--- src/rtl/armleocpu_tlb_ctrl_pkg.sv ---
// Shared widths and controller state encoding for the TLB sequencer.
package armleocpu_tlb_ctrl_pkg;

    localparam int unsigned VPN_W = 20;
    localparam int unsigned PPN_W = 22;
    localparam int unsigned TAG_W = 8;

    typedef enum logic [2:0] {
        StIdle,
        StIssue,
        StLookup,
        StWalk,
        StFlush
    } tlb_ctrl_state_e;

endpackage

--- src/rtl/armleocpu_rr_arbiter2.sv ---
// Two-way round-robin arbiter: the priority pointer passes to the other requester on each update.
module armleocpu_rr_arbiter2 #(
    parameter int unsigned RESET_PRIO = 0
) (
    input  logic       clk,
    input  logic       rst,
    input  logic [1:0] req,
    input  logic       update,
    output logic [1:0] gnt
);

    logic prio_q, prio_d;

    always_comb begin
        if (req == 2'b11) begin
            gnt = prio_q ? 2'b10 : 2'b01;
        end else begin
            gnt = req;
        end
        prio_d = prio_q;
        if (update && (gnt != 2'b00)) begin
            prio_d = ~gnt[1];
        end
    end

    always_ff @(posedge clk) begin
        if (rst) begin
            prio_q <= RESET_PRIO[0];
        end else begin
            prio_q <= prio_d;
        end
    end

endmodule

--- src/rtl/armleocpu_tlb_ctrl.sv ---
// Shares the single-ported TLB between fetch (r0) and load/store (r1): lookup, walk-and-fill,
// and sfence invalidation, one transaction at a time.
module armleocpu_tlb_ctrl
    import armleocpu_tlb_ctrl_pkg::*;
#(
    parameter int unsigned ARB_RESET_PRIO = 0
) (
    input  logic             clk,
    input  logic             rst,
    input  logic             satp_mode,
    input  logic             flush_req,
    output logic             flush_done,
    input  logic             r0_req,
    input  logic [VPN_W-1:0] r0_vpn,
    output logic             r0_ack,
    input  logic             r1_req,
    input  logic [VPN_W-1:0] r1_vpn,
    output logic             r1_ack,
    output logic [PPN_W-1:0] r_phys,
    output logic [TAG_W-1:0] r_accesstag,
    output logic             r_pagefault,
    output logic             tlb_enable,
    output logic             tlb_resolve,
    output logic             tlb_invalidate,
    output logic             tlb_write,
    output logic [VPN_W-1:0] tlb_vaddr,
    output logic [VPN_W-1:0] tlb_vaddr_w,
    output logic [PPN_W-1:0] tlb_phys_w,
    output logic [TAG_W-1:0] tlb_accesstag_w,
    input  logic             tlb_done,
    input  logic             tlb_miss,
    input  logic [PPN_W-1:0] tlb_phys_r,
    input  logic [TAG_W-1:0] tlb_accesstag_r,
    output logic             ptw_req,
    output logic [VPN_W-1:0] ptw_vpn,
    input  logic             ptw_done,
    input  logic             ptw_fault,
    input  logic [PPN_W-1:0] ptw_phys,
    input  logic [TAG_W-1:0] ptw_accesstag
);

    tlb_ctrl_state_e  state_q, state_d;
    logic [VPN_W-1:0] vpn_q, vpn_d;
    logic             idx_q, idx_d;
    logic             r0_ack_q, r0_ack_d;
    logic             r1_ack_q, r1_ack_d;
    logic             flush_done_q, flush_done_d;
    logic [PPN_W-1:0] phys_q, phys_d;
    logic [TAG_W-1:0] tag_q, tag_d;
    logic             fault_q, fault_d;

    logic [1:0]       req_v;
    logic             flush_v;
    logic [1:0]       gnt;
    logic             arb_update;
    logic [VPN_W-1:0] vpn_sel;

    // A requester still seeing its ack pulse has not yet dropped req; do not serve it twice.
    assign req_v   = {r1_req & ~r1_ack_q, r0_req & ~r0_ack_q};
    assign flush_v = flush_req & ~flush_done_q;
    assign vpn_sel = gnt[1] ? r1_vpn : r0_vpn;

    armleocpu_rr_arbiter2 #(
        .RESET_PRIO (ARB_RESET_PRIO)
    ) u_arb (
        .clk    (clk),
        .rst    (rst),
        .req    (req_v),
        .update (arb_update),
        .gnt    (gnt)
    );

    always_comb begin
        state_d      = state_q;
        vpn_d        = vpn_q;
        idx_d        = idx_q;
        r0_ack_d     = 1'b0;
        r1_ack_d     = 1'b0;
        flush_done_d = 1'b0;
        phys_d       = phys_q;
        tag_d        = tag_q;
        fault_d      = fault_q;
        arb_update   = 1'b0;

        unique case (state_q)
            StIdle: begin
                if (flush_v) begin
                    state_d = StFlush;
                end else if (req_v != 2'b00) begin
                    arb_update = 1'b1;
                    idx_d      = gnt[1];
                    vpn_d      = vpn_sel;
                    if (satp_mode) begin
                        state_d = StIssue;
                    end else begin
                        r0_ack_d = ~gnt[1];
                        r1_ack_d = gnt[1];
                        phys_d   = {{(PPN_W - VPN_W){1'b0}}, vpn_sel};
                        tag_d    = {TAG_W{1'b1}};
                        fault_d  = 1'b0;
                    end
                end
            end
            StIssue: begin
                state_d = StLookup;
            end
            StLookup: begin
                if (tlb_done) begin
                    if (tlb_miss) begin
                        state_d = StWalk;
                    end else begin
                        state_d  = StIdle;
                        r0_ack_d = ~idx_q;
                        r1_ack_d = idx_q;
                        phys_d   = tlb_phys_r;
                        tag_d    = tlb_accesstag_r;
                        fault_d  = 1'b0;
                    end
                end
            end
            StWalk: begin
                if (ptw_done) begin
                    state_d  = StIdle;
                    r0_ack_d = ~idx_q;
                    r1_ack_d = idx_q;
                    if (ptw_fault) begin
                        phys_d  = '0;
                        tag_d   = '0;
                        fault_d = 1'b1;
                    end else begin
                        phys_d  = ptw_phys;
                        tag_d   = ptw_accesstag;
                        fault_d = 1'b0;
                    end
                end
            end
            StFlush: begin
                state_d      = StIdle;
                flush_done_d = 1'b1;
            end
            default: begin
                state_d = StIdle;
            end
        endcase
    end

    always_ff @(posedge clk) begin
        if (rst) begin
            state_q      <= StIdle;
            vpn_q        <= '0;
            idx_q        <= 1'b0;
            r0_ack_q     <= 1'b0;
            r1_ack_q     <= 1'b0;
            flush_done_q <= 1'b0;
            phys_q       <= '0;
            tag_q        <= '0;
            fault_q      <= 1'b0;
        end else begin
            state_q      <= state_d;
            vpn_q        <= vpn_d;
            idx_q        <= idx_d;
            r0_ack_q     <= r0_ack_d;
            r1_ack_q     <= r1_ack_d;
            flush_done_q <= flush_done_d;
            phys_q       <= phys_d;
            tag_q        <= tag_d;
            fault_q      <= fault_d;
        end
    end

    assign r0_ack      = r0_ack_q;
    assign r1_ack      = r1_ack_q;
    assign flush_done  = flush_done_q;
    assign r_phys      = phys_q;
    assign r_accesstag = tag_q;
    assign r_pagefault = fault_q;

    // The fill is written in the same cycle the walk completes; no re-lookup follows.
    assign tlb_resolve     = (state_q == StIssue);
    assign tlb_invalidate  = (state_q == StFlush);
    assign tlb_write       = (state_q == StWalk) & ptw_done & ~ptw_fault;
    assign tlb_enable      = tlb_resolve | tlb_invalidate | tlb_write;
    assign tlb_vaddr       = vpn_q;
    assign tlb_vaddr_w     = vpn_q;
    assign tlb_phys_w      = ptw_phys;
    assign tlb_accesstag_w = ptw_accesstag;
    assign ptw_req         = (state_q == StWalk);
    assign ptw_vpn         = vpn_q;

endmodule

--- config.mk ---
export PLATFORM = sky130hd
export DESIGN_NAME = armleocpu_tlb_ctrl
export DESIGN_NICKNAME = d
export VERILOG_FILES = /design/src/rtl/armleocpu_tlb_ctrl_pkg.sv /design/src/rtl/armleocpu_rr_arbiter2.sv /design/src/rtl/armleocpu_tlb_ctrl.sv
export SDC_FILE = /design/constraint.sdc
export NUM_CORES = 1
export LEC_CHECK = 0
export ABC_AREA = 1
export ABC_CLOCK_PERIOD_IN_PS = 2600
export CORE_UTILIZATION = 41
export DETAILED_ROUTE_END_ITERATION = 16
export GPL_TIMING_DRIVEN = 1
export PLACE_DENSITY = 0.86
export SYNTH_ARGS = -nofsm -noshare
export SYNTH_HDL_FRONTEND = slang
export SYNTH_SLANG_ARGS = --single-unit
--- constraint.sdc ---
create_clock -name clk -period 2.6 [get_ports clk]
set_clock_uncertainty 0.05 [all_clocks]
set_input_delay 0.52 -clock clk [delete_from_list [all_inputs] [get_ports clk]]
set_output_delay 0.52 -clock clk [all_outputs]
set_load 0.05 [all_outputs]
Word-level counts from Yosys, hierarchy flattened
Cells that the tools add are included.
{"block": "word_totals", "regBits": 59, "input_bits": 110, "elab_cells": 97}
{"block": "classes", "eq_ne": 13, "muxes": 52, "bitwise": 14, "n_reduce_logical": 8}
{"cell": "$mux 22", "n": 7}
{"cell": "$pmux 22 s3", "n": 1}
{"cell": "$mux 8", "n": 7}
{"cell": "$pmux 8 s3", "n": 1}
{"cell": "$mux 1", "n": 23}
{"cell": "$mux 20", "n": 1}
{"cell": "$mux 3", "n": 5}
{"cell": "$pmux 3 s4", "n": 1}
{"cell": "$ne 2x2->1 const B", "n": 5}
{"cell": "$pmux 1 s3", "n": 3}
{"cell": "$not 1->1", "n": 7}
{"cell": "$reduce_and 7->1", "n": 1}
{"cell": "$eq 3x2->1 const B", "n": 2}
{"cell": "$mux 2", "n": 3}
{"cell": "$ne 3x3->1 const B", "n": 2}
{"cell": "$and 1x1->1", "n": 5}
{"cell": "$reduce_and 4->1", "n": 1}
{"cell": "$reduce_bool 2->1", "n": 2}
{"cell": "$eq 3x1->1 const B", "n": 1}
{"cell": "$eq 3x3->1 const B", "n": 1}
{"cell": "$logic_not 3->1", "n": 1}
{"cell": "$reduce_and 3->1", "n": 1}
{"cell": "$reduce_bool 3->1", "n": 1}
{"cell": "$eq 2x2->1 const B", "n": 1}
{"cell": "3 further kinds", "n": 4}

Depth between registers and ports, before layout
Gate-level depths: netlist (run 1).
{"block": "logic_depth", "word_depth": 9, "mapped_depth": 10}

By module
Synthesis (run 1) repeated with hierarchy kept, for this count alone.
{"block": "hier_totals", "cells_unflattened": 602, "area_unflattened_um2": 3876.2}
{"module": "armleocpu_tlb_ctrl", "n_inst": 1, "cells_per_inst": 594, "area_each_um2": 3816.2, "seq_area_each_um2": 1161.1}
{"module": "armleocpu_rr_arbiter2", "n_inst": 1, "cells_per_inst": 8, "area_each_um2": 60.1, "seq_area_each_um2": 20.0}

Worst setup path after synthesis (run 1)
No wires, ideal clock.
{"block": "synth_timing", "kind": "reg-to-output", "from": "register state_q[0]", "to": "output tlb_enable", "arrival_ns": 2.094, "required_ns": 2.030, "slack_ns": -0.064, "path_stages_with_launch": 5, "n_path_buf": 0, "path_cell_list": "dfxtp_1 > inv_2 > nor3_1 > nor2_1 > nand2_1"}
{"block": "synth_between", "elab_cells_between_ends": 7, "cone_classes": "eq/ne: 3; bitwise: 4"}
{"element": "start: declaration", "line_no": "armleocpu_tlb_ctrl.sv:42", "text": "tlb_ctrl_state_e state_q, state_d;"}
{"element": "start signal: assignment", "line_no": "armleocpu_tlb_ctrl.sv:149", "text": "state_q <= StIdle;"}
{"element": "start signal: assignment", "line_no": "armleocpu_tlb_ctrl.sv:159", "text": "state_q <= state_d;"}
{"element": "$eq 3x1->1", "line_no": "armleocpu_tlb_ctrl.sv:179", "text": "assign tlb_resolve = (state_q == StIssue);"}
{"element": "via tlb_resolve", "line_no": "armleocpu_tlb_ctrl.sv:23", "text": "output logic tlb_resolve,"}
{"element": "$or 1x1->1 (2 in a row)", "line_no": "armleocpu_tlb_ctrl.sv:182", "text": "assign tlb_enable = tlb_resolve | tlb_invalidate | tlb_write;"}
{"element": "end: declaration", "line_no": "armleocpu_tlb_ctrl.sv:22", "text": "output logic tlb_enable,"}
The timed path passes the listed nets, and every way through them passes these cells.

Worst setup path in the final report (run 1)
{"block": "layout_timing", "from": "register state_q[0]", "to": "output tlb_resolve"}
{"block": "layout_between", "elab_chain_len": 1}
{"element": "$eq 3x1->1", "line_no": "armleocpu_tlb_ctrl.sv:179"}
{"element": "end: declaration", "line_no": "armleocpu_tlb_ctrl.sv:23"}
No other way between the ends.

==> flow_metrics.py, run 1 <==
metrics = {
    "grt": {
        "grt_max_degree": 45,
        "grt_first_pass_wirelength_um": 20140,
        "grt_pass1_vias": 4233,
        "use_met3": 0.05432,
        "met1_usage": 0.2931,
        "globalRoute.totalOverflow": 0,
        "grt.total_usage": 0.2578,
        "grt_use_met2": 0.4663,
        "grt_busiest_layer": "met2",
        "antenna_found_initial": 0,
    },
    "drt": {
        "wirelength_um": 13330,
        "drt_pass1_iterations": 4,
        "wl_per_cell_um": 13.91,
        "drt_iter0_drc": 192,
        "drc_errors": 0,
        "ant_nets": 0,
        "vias_per_cell": 4.760,
        "vias": 4560,
    },
    "cts": {
        "cts-htree-levels": 3,
        "cts_tree": "yes",
        "clk_root_buffer_cell": "clkbuf_8",
        "cts_hold_buffers": 0,
        "clk_pin_slew_worst_paths_ps": 70,
        "clk-insertion-delay-late_ps": 320,
        "cts_made_buffers": 9,
        "cts_setup_buffers": 0,
        "clock_tree.buffer_depth": 2,
        "cts.sink_count": 59,
        "post_cts_resized": 0,
    },
    "floorplanning": {
        "core_area_mm2": 0.009284,
        "rows": 35,
        "die_h_um": 100.3,
        "die_x_um": 100.3,
        "start_util": 0.4271,
        "fp.dieArea_mm2": 0.01007,
        "io_pins": 239,
    },
    "synth": {
        "yosysSeqAreaShare": 0.2979,
        "avgSynthCellArea_um2": 5.999,
        "syn_inst": 661,
        "yosysUniqueCellTypes": 21,
        "synth.yosys.warnings": 0,
        "synth_nets": 771,
        "ys_ff_latch": 59,
        "syn_area_mm2": 0.003965,
    },
    "worst_setup_path": {
        "cpPeakStageDelay_ps": 850,
        "worstPathMaxFanout": 5,
        "reg2reg_from": "state_q[2]",
        "crit_start": "state_q[0]",
        "start_kind": "flop",
        "crit_arrival_ps": 1870,
        "crit_required_ps": 2030,
        "worst-r2r-cell-count": 8,
        "path_cells": "inv_2 > nor3_2 > clkdlybuf4s50_1",
        "crit_buf_inv": 2,
        "cp_slowest_cell": "clkdlybuf4s50_1",
        "worst-r2r-setup-slack_ps": 650,
        "cp-end-kind": "output pin",
        "r2r_end": "r_phys[1]",
        "cpLargestDelayFamily": "buffers and inverters",
        "crit_type": "flop to output pin",
    },
    "outcome": {
        "status": "finished, final reports clean",
    },
    "power_and_ir_drop": {
        "p_leak_nw": 2.916,
        "p_per_area_mw_per_mm2": 781.3,
        "ir_drop_mv": 0.4374,
        "p_total_mw": 4.750,
    },
    "timing": {
        "fmax_mhz": 409.2,
        "setup_tns_ps": 0,
        "holdWs_ps": 462.9,
        "worst_pin_slew_ps": 797.2,
        "finalCriticalPeriod_ps": 2444,
        "fin_crit_sh": 0.9399,
        "rsz0062_at_grt": "no",
        "setup_violations": 0,
        "finalWorstSetupSlack_ps": 156.2,
        "relSlewSlack": 0.4673,
        "hold_viol_final": 0,
        "drv_slew": 0,
    },
    "hold_path": {
        "min_to": "r_phys[17]",
        "hold_start": "r_phys[17]",
        "hold_depth": 4,
        "hp-class": "flop to flop",
    },
    "placement": {
        "dp_slack_ps": 317.9,
        "dpl_cell_area_mm2": 0.005907,
        "gp_congestion": 0.8754,
        "io_buffers": 238,
        "dp.cells": 942,
        "dpl.hpwl_um": 10310,
    },
    "layout": {
        "syn_to_final_growth_pct": 53.33,
        "finish.instance_area_mm2": 0.006080,
        "final_common_cell": "clkdlybuf4s50_1",
        "n_antenna_cell": 0,
        "nets": 934,
        "drive_above_1_share": 0.08806,
        "layout_common_cells": "clkdlybuf4s50_1 (205), nand2_1 (149), nor2_1 (123)",
        "final_core_util": 0.6549,
        "final_cells": 958,
    },
    "flow_run": {
        "maxCapViolCount": 0,
    },
}
state kept, by name, indices dropped and copies added (netlist names):
name and count:
r0_ack 1, r_accesstag 8, r1_ack 1, state_q 3, idx_q 1, u_arb.prio_q 1, flush_done 1, ptw_vpn 20
r_phys 22, r_pagefault 1
synth_stat cells:
| master | number | area share |
|---|---|---|
| nand2_1 | 149 | 0.14 |
| nor2_1 | 123 | 0.12 |
| inv_1 | 88 | 0.083 |
| buf_4 | 72 | 0.14 |
| dfxtp_1 | 59 | 0.30 |
| a21oi_1 | 53 | 0.067 |
| nand3_1 | 45 | 0.057 |
| o21ai_0 | 24 | 0.030 |
| buf_2 | 13 | 0.016 |
| clkbuf_1 | 13 | 0.012 |
| buf_6 | 4 | 0.011 |
| nor3_1 | 4 | 0.0050 |
| inv_2 | 3 | 0.0028 |
| nor2_2 | 3 | 0.0047 |
| nand3b_1 | 2 | 0.0038 |
| a211oi_1 | 1 | 0.0019 |
| clkinv_1 | 1 | 0.00095 |
| nand3_2 | 1 | 0.0025 |
| nand3_4 | 1 | 0.0044 |
| nor2_4 | 1 | 0.0028 |
| o21bai_1 | 1 | 0.0019 |
how the worst max path moves through the flow:
stage,to,cells past startpoint
5_1_grt,tlb_resolve,3
3_5_place_dp,tlb_enable,8
4_1_cts,tlb_resolve,3
6_report,tlb_resolve,3
2_1_floorplan,tlb_enable,9
3_3_place_gp,tlb_enable,8
routing by layer:
layer / part of all wire / routed length [um] / up-vias
li1: - / - / 2266
met1: 0.39 / 5260 / 2019
met2: 0.50 / 6604 / 249
met3: 0.083 / 1110 / 26
met4: 0.027 / 355 / 0
met5: 0 / 0 / -
worst register-to-register path, stage by stage, from the launching register on:
cell	delay (ps)
dfxtp_1	380
inv_1	120
nand3_2	240
nor2_1	100
nor2_2	210
nand3_4	260
buf_12	260
nor2_1	160
nor2_1	60
layout make-up:
cell class	count	area [um^2]
sequential	59	1181
multi-input combinational	408	1749
timing repair buffer	254	2470
tap	129	161.4
inverter	92	345.3
clock inverter	2	10.01
clock buffer	14	162.7
fill	821	3204
power breakdown:
part           switching (mW)  internal, mW  total, mW
sequential              0.139          1.10       1.24
clock                   0.355         0.397      0.752
combinational            1.84         0.920       2.76
total                    2.33          2.42       4.75
cells by family after synthesis:
group                  count (synthesis)  synth area share
DFF                                   59            0.2979
AOI/OAI and AO/OA                     79            0.1010
and+or+nand+nor                      329            0.3376
buffers and inverters                194            0.2635
Power figures use the tool's default switching activity.
==> run 2: changes to the inputs <==
ABC_CLOCK_PERIOD_IN_PS = 2900   (was 2600)
CAP_MARGIN = 20   (was unset)
clock period = 2.9 ns   (was 2.6 ns; I/O delays follow)
==> run 2 against run 1 <==
  * Cell count shrank 0.94%
  * Via count shrank 2.7%
  * Highest routed layer unchanged
  * Combinational power shrank 11%
  * Flip-flop and latch count is the same
  * Design area grew 1.2%
  * Sequential power shrank 10%
  * Sequential share of layout area shrank 0.22 points
  * Die area is the same
  * Hold slack lost 1.2 ps
  * Routed wire length shrank 3.7%
==> flow_metrics.py, run 2 (synthesis gave the netlist of run 1 again) <==
metrics = {
    "outcome": {
        "status": "finished, final reports clean",
    },
    "floorplanning": {
        "rows": 35,
        "die_h_um": 100.3,
        "start_util": 0.4271,
        "io_pins": 239,
        "fp.dieArea_mm2": 0.01007,
        "core_area_mm2": 0.009284,
        "die_x_um": 100.3,
    },
    "layout": {
        "layout_common_cells": "clkdlybuf4s50_1 (234), nand2_1 (149), nor2_1 (123)",
        "n_antenna_cell": 0,
        "final_cells": 949,
        "final_common_cell": "clkdlybuf4s50_1",
        "drive_above_1_share": 0.04390,
        "largest_register_ffs": 22,
        "nets": 925,
        "finish.instance_area_mm2": 0.006150,
        "final_core_util": 0.6624,
        "syn_to_final_growth_pct": 55.10,
    },
    "cts": {
        "cts.sink_count": 59,
        "clk-insertion-delay-late_ps": 330,
        "cts_tree": "yes",
        "post_cts_resized": 0,
        "clock_tree.buffer_depth": 2,
        "cts_hold_buffers": 0,
        "cts-htree-levels": 3,
        "cts_made_buffers": 9,
        "clk_pin_slew_worst_paths_ps": 70,
        "clk_root_buffer_cell": "clkbuf_8",
        "cts_setup_buffers": 0,
    },
    "power_and_ir_drop": {
        "seqPwrFrac": 0.245,
        "p_leak_nw": 2.879,
        "clkPwrFrac": 0.215,
        "p_int_mw": 2.436,
        "p_switching_mw": 2.088,
        "p_per_area_mw_per_mm2": 735.8,
        "ir_drop_mv": 0.3849,
        "pwr-share-comb": 0.540,
        "swShare": 0.4616,
    },
    "grt": {
        "grt_max_degree": 63,
        "globalRoute.totalOverflow": 0,
        "grt.total_usage": 0.2527,
        "grt_pass1_vias": 4116,
        "grt_first_pass_wirelength_um": 19730,
        "antenna_found_initial": 0,
    },
    "placement": {
        "dpl_cell_area_mm2": 0.005889,
        "gp_congestion": 0.8865,
        "io_buffers": 238,
        "dpl.hpwl_um": 9510,
        "dp.cells": 933,
    },
    "drt": {
        "wl_per_cell_um": 13.53,
        "met2_wirelength_um": 6349,
        "vias": 4437,
        "drt_iter0_drc": 178,
        "wl_met1_um": 5232,
        "dr_wl_met3_um": 961,
        "top_layer": "met4",
        "vias_per_cell": 4.675,
        "ant_nets": 0,
        "drc_errors": 0,
        "drt_pass1_iterations": 5,
        "wirelength_um": 12840,
    },
    "hold_path": {
        "hold_start": "r_phys[15]",
        "hold_depth": 4,
        "min_to": "r_phys[15]",
        "hp-class": "flop to flop",
    },
    "worst_setup_path": {
        "worst-r2r-setup-slack_ps": 770,
        "worst-r2r-cell-count": 7,
        "crit_arrival_ps": 1980,
        "crit_required_ps": 2270,
        "start_kind": "flop",
        "worstPathMaxFanout": 5,
        "crit_type": "flop to output pin",
        "cp-end-kind": "output pin",
        "reg2reg_from": "state_q[0]",
        "r2r_end": "r_phys[1]",
    },
    "timing": {
        "rsz0062_at_grt": "no",
        "fin_crit_sh": 0.9002,
        "worst_pin_slew_ps": 882.1,
        "setup_tns_ps": 0,
        "finalCriticalPeriod_ps": 2611,
        "fmax_mhz": 383.0,
        "hold_viol_final": 0,
        "relSlewSlack": 0.4105,
        "setup_violations": 0,
        "drv_slew": 0,
    },
    "flow_run": {
        "maxCapViolCount": 0,
    },
}
-- run 2: changes by cell type in the layout (fill, tap and decap cells not counted), sizes merged --
cell / before / now
buf: 49 / 11
bufinv: 0 / 3
clkbuf: 14 / 12
clkdlybuf4s50: 205 / 234
clkinv: 3 / 2
-- run 2: critical path, cell delays in order (launching register included) --
cell and delay [ps]:
dfxtp_1 420, inv_2 80, nor3_1 280, clkdlybuf4s50_1 870
-- run 2: layout make-up --
class	count	area [um^2]
clock buffer	12	165.2
clock inverter	4	95.09
fill	799	3134
inverter	92	345.3
multi-input combinational	408	1739
sequential	59	1181
tap	129	161.4
timing repair buffer	245	2462
-- run 2: metrics by stage --
stage / hold WS (ps) / power (mW) / worst slack [ps]
3_5_place_dp: 447.6 / 3.562 / 363.8
6_report: 461.7 / 4.525 / 289.3
3_3_place_gp: 436.1 / 3.527 / 365.2
4_1_cts: 459.5 / 4.549 / 292.5
5_1_grt: 475.0 / 4.748 / 43.34
2_1_floorplan: 407.5 / 2.882 / 175.7
-- run 2: worst max-delay path by stage --
stage | slack, ps | endpoint | start
floorplan | 180 | tlb_enable | state_q[0]
global placement | 370 | tlb_accesstag_w[6] | ptw_accesstag[6]
detailed placement | 360 | tlb_accesstag_w[4] | ptw_accesstag[4]
CTS | 290 | tlb_enable | state_q[1]
global route | 40 | tlb_enable | state_q[1]
finish | 290 | tlb_resolve | state_q[0]
-- run 2: metal layers --
metal / global-route usage / vias up
met1: 0.2947 / 1953
met3: 0.04596 / 20
met2: 0.4542 / 213
met5: 0 / -
met4: 0.1037 / 0
li1: - / 2251
-- run 2: power groups by stage --
stage / clock network [mW] / registers [mW] / logic [mW]
floorplan: 0 / 1.67 / 1.22
global placement: 0 / 1.11 / 2.42
detailed placement: 0 / 1.12 / 2.44
CTS: 0.988 / 1.11 / 2.45
global route: 1.02 / 1.13 / 2.60
finish: 0.972 / 1.11 / 2.45
==> run 3: changes to the inputs <==
CORE_MARGIN = 2   (was unset)
GPL_TIMING_DRIVEN = 0   (was 1)
SKIP_LAST_GASP = 1   (was unset)
==> run 3 against run 2 <==
  * Hold slack improved by 2.2 ps
  * Highest routed layer unchanged
  * Setup slack worse by 100 ps
  * Via count grew 6.8%
==> flow_metrics.py, run 3 (synthesis gave the netlist of run 1 again) <==
metrics = {
    "outcome": {
        "status": "finished, final reports clean",
    },
    "layout": {
        "drive_above_1_share": 0.1257,
        "n_antenna_cell": 0,
        "nets": 1020,
        "syn_to_final_growth_pct": 68.85,
        "layout_common_cells": "clkdlybuf4s50_1 (235), nand2_1 (149), nor2_1 (123)",
        "final_core_util": 0.7178,
        "largest_register_ffs": 22,
        "final_common_cell": "clkdlybuf4s50_1",
        "finish.instance_area_mm2": 0.006695,
    },
    "hold_path": {
        "hold_depth": 4,
        "min_to": "r_phys[3]",
        "hp-class": "flop to flop",
        "hold_start": "r_phys[3]",
    },
    "floorplanning": {
        "rows": 35,
        "io_pins": 239,
        "fp.dieArea_mm2": 0.01047,
        "die_x_um": 102.3,
        "core_area_mm2": 0.009328,
        "start_util": 0.4251,
        "die_h_um": 102.3,
    },
    "worst_setup_path": {
        "start_kind": "primary input",
        "crit_type": "primary input to output pin",
        "crit_arrival_ps": 2080,
        "crit_top_cell": "nand2_1",
        "cp_slowest_cell": "clkbuf_1",
        "r2r_end": "r_phys[14]",
        "crit_buf_inv": 5,
        "path_cells": "clkdlybuf4s50_1 > inv_1 > clkbuf_1 > nand2_1 > inv_2 > nor2_1 > nand2_1 > clkbuf_2",
        "reg2reg_from": "r1_ack",
        "cpLargestDelayFamily": "buffers and inverters",
        "crit_required_ps": 2270,
        "cpPeakStageDelay_ps": 420,
        "cp-end-kind": "output pin",
        "worst-r2r-setup-slack_ps": 1080,
        "worst-r2r-cell-count": 10,
        "worstPathMaxFanout": 10,
    },
    "cts": {
        "clock_tree.buffer_depth": 2,
        "cts-htree-levels": 3,
        "clk-insertion-delay-late_ps": 330,
        "cts_tree": "yes",
        "cts_setup_buffers": 0,
        "cts.sink_count": 59,
        "cts_made_buffers": 9,
        "clk_root_buffer_cell": "clkbuf_8",
        "clk_pin_slew_worst_paths_ps": 70,
    },
    "timing": {
        "relSlewSlack": 0.6305,
        "setup_tns_ps": 0,
        "rsz0062_at_grt": "yes",
        "fin_crit_sh": 0.9348,
        "fmax_mhz": 368.9,
        "drv_slew": 0,
        "setup_violations": 0,
        "worst_pin_slew_ps": 552.5,
        "hold_viol_final": 0,
        "finalCriticalPeriod_ps": 2711,
    },
    "placement": {
        "gp_congestion": 0.8617,
        "dpl.hpwl_um": 10980,
        "dpl_cell_area_mm2": 0.006509,
        "io_buffers": 238,
    },
    "drt": {
        "drt_pass1_iterations": 5,
        "ant_nets": 0,
        "drc_errors": 0,
        "drt_iter0_drc": 202,
        "wirelength_um": 13800,
        "vias": 4739,
        "wl_per_cell_um": 13.22,
        "vias_per_cell": 4.539,
    },
    "power_and_ir_drop": {
        "p_per_area_mw_per_mm2": 672.6,
        "p_total_mw": 4.503,
        "p_leak_nw": 3.269,
        "ir_drop_mv": 0.3858,
    },
    "grt": {
        "grt.total_usage": 0.2570,
        "grt_pass1_vias": 4312,
        "globalRoute.totalOverflow": 0,
        "grt_first_pass_wirelength_um": 20880,
        "antenna_found_initial": 0,
        "grt_max_degree": 11,
    },
    "flow_run": {
        "maxCapViolCount": 0,
    },
}
## run 3: cell types whose count changed in the layout (fill, tap and decap cells not counted), sizes merged
cell and delta:
clkbuf +14, clkinvlp +1, bufinv -2, dlymetal6s2s +1
buf +78, clkinv +2, clkdlybuf4s50 +1
## run 3: worst register-to-register path: stages (launching register included)
cell and delay (ps):
dfxtp_1 360, inv_1 50, nand2_1 100, inv_1 90
nand2_1 130, clkbuf_1 430, nand2_1 140, nand3_1 160
nand2_1 70, nor2_1 80, nor2_1 50
## run 3: through the flow
step / std cells / worst slack (ps) / hold WS, ps
floorplan: 661 / 175.7 / 407.5
global placement: 1028 / -308.3 / 438.8
detailed placement: 1028 / -322.9 / 450.5
CTS: 1044 / -62.78 / 462.7
global route: 1044 / -42.47 / 493.9
finish: 1044 / 189.1 / 463.8
## run 3: cell type report
class | instances | area [um^2]
plain buffers | 102 | 699.4
clock buffers | 11 | 141.4
clock inverters | 5 | 52.55
fillers | 840 | 2633
inverters | 92 | 345.3
multi-input cells | 408 | 1739
flip-flops and latches | 59 | 1181
well taps | 129 | 161.4
repair buffers | 238 | 2375
## run 3: repair_timing
item | in CTS | in global routing
gates resized for setup | 2 | 5
cloned | 0 | 0
endpoints found under the setup margin | 2 | 3
hold buffers | 0 | 0
## run 3: how the worst max path moves through the flow
stage | slack, ps | startpoint | cells after the start | endpoint
after floorplan | 180 | state_q[0] | 4 | tlb_enable
after global placement | -310 | ptw_fault | 8 | tlb_enable
after detailed placement | -320 | ptw_fault | 8 | tlb_enable
after CTS | -60 | state_q[1] | 10 | tlb_enable
after global routing | -40 | state_q[1] | 10 | tlb_enable
final | 190 | ptw_fault | 8 | tlb_enable
## run 3: routing by layer
| metal | share of wire | wire, um | GRT usage |
|---|---|---|---|
| met1 | 0.42 | 5864 | 0.3215 |
| met4 | 0.022 | 301 | 0.08821 |
| met5 | 0 | 0 | 0 |
| met3 | 0.075 | 1033 | 0.04993 |
| met2 | 0.48 | 6598 | 0.4423 |
## run 3: power breakdown
group          switching, mW  internal (mW)  total (mW)
Combinational           1.68          0.968        2.65
Sequential             0.122          0.985        1.11
Clock                  0.331          0.416       0.747
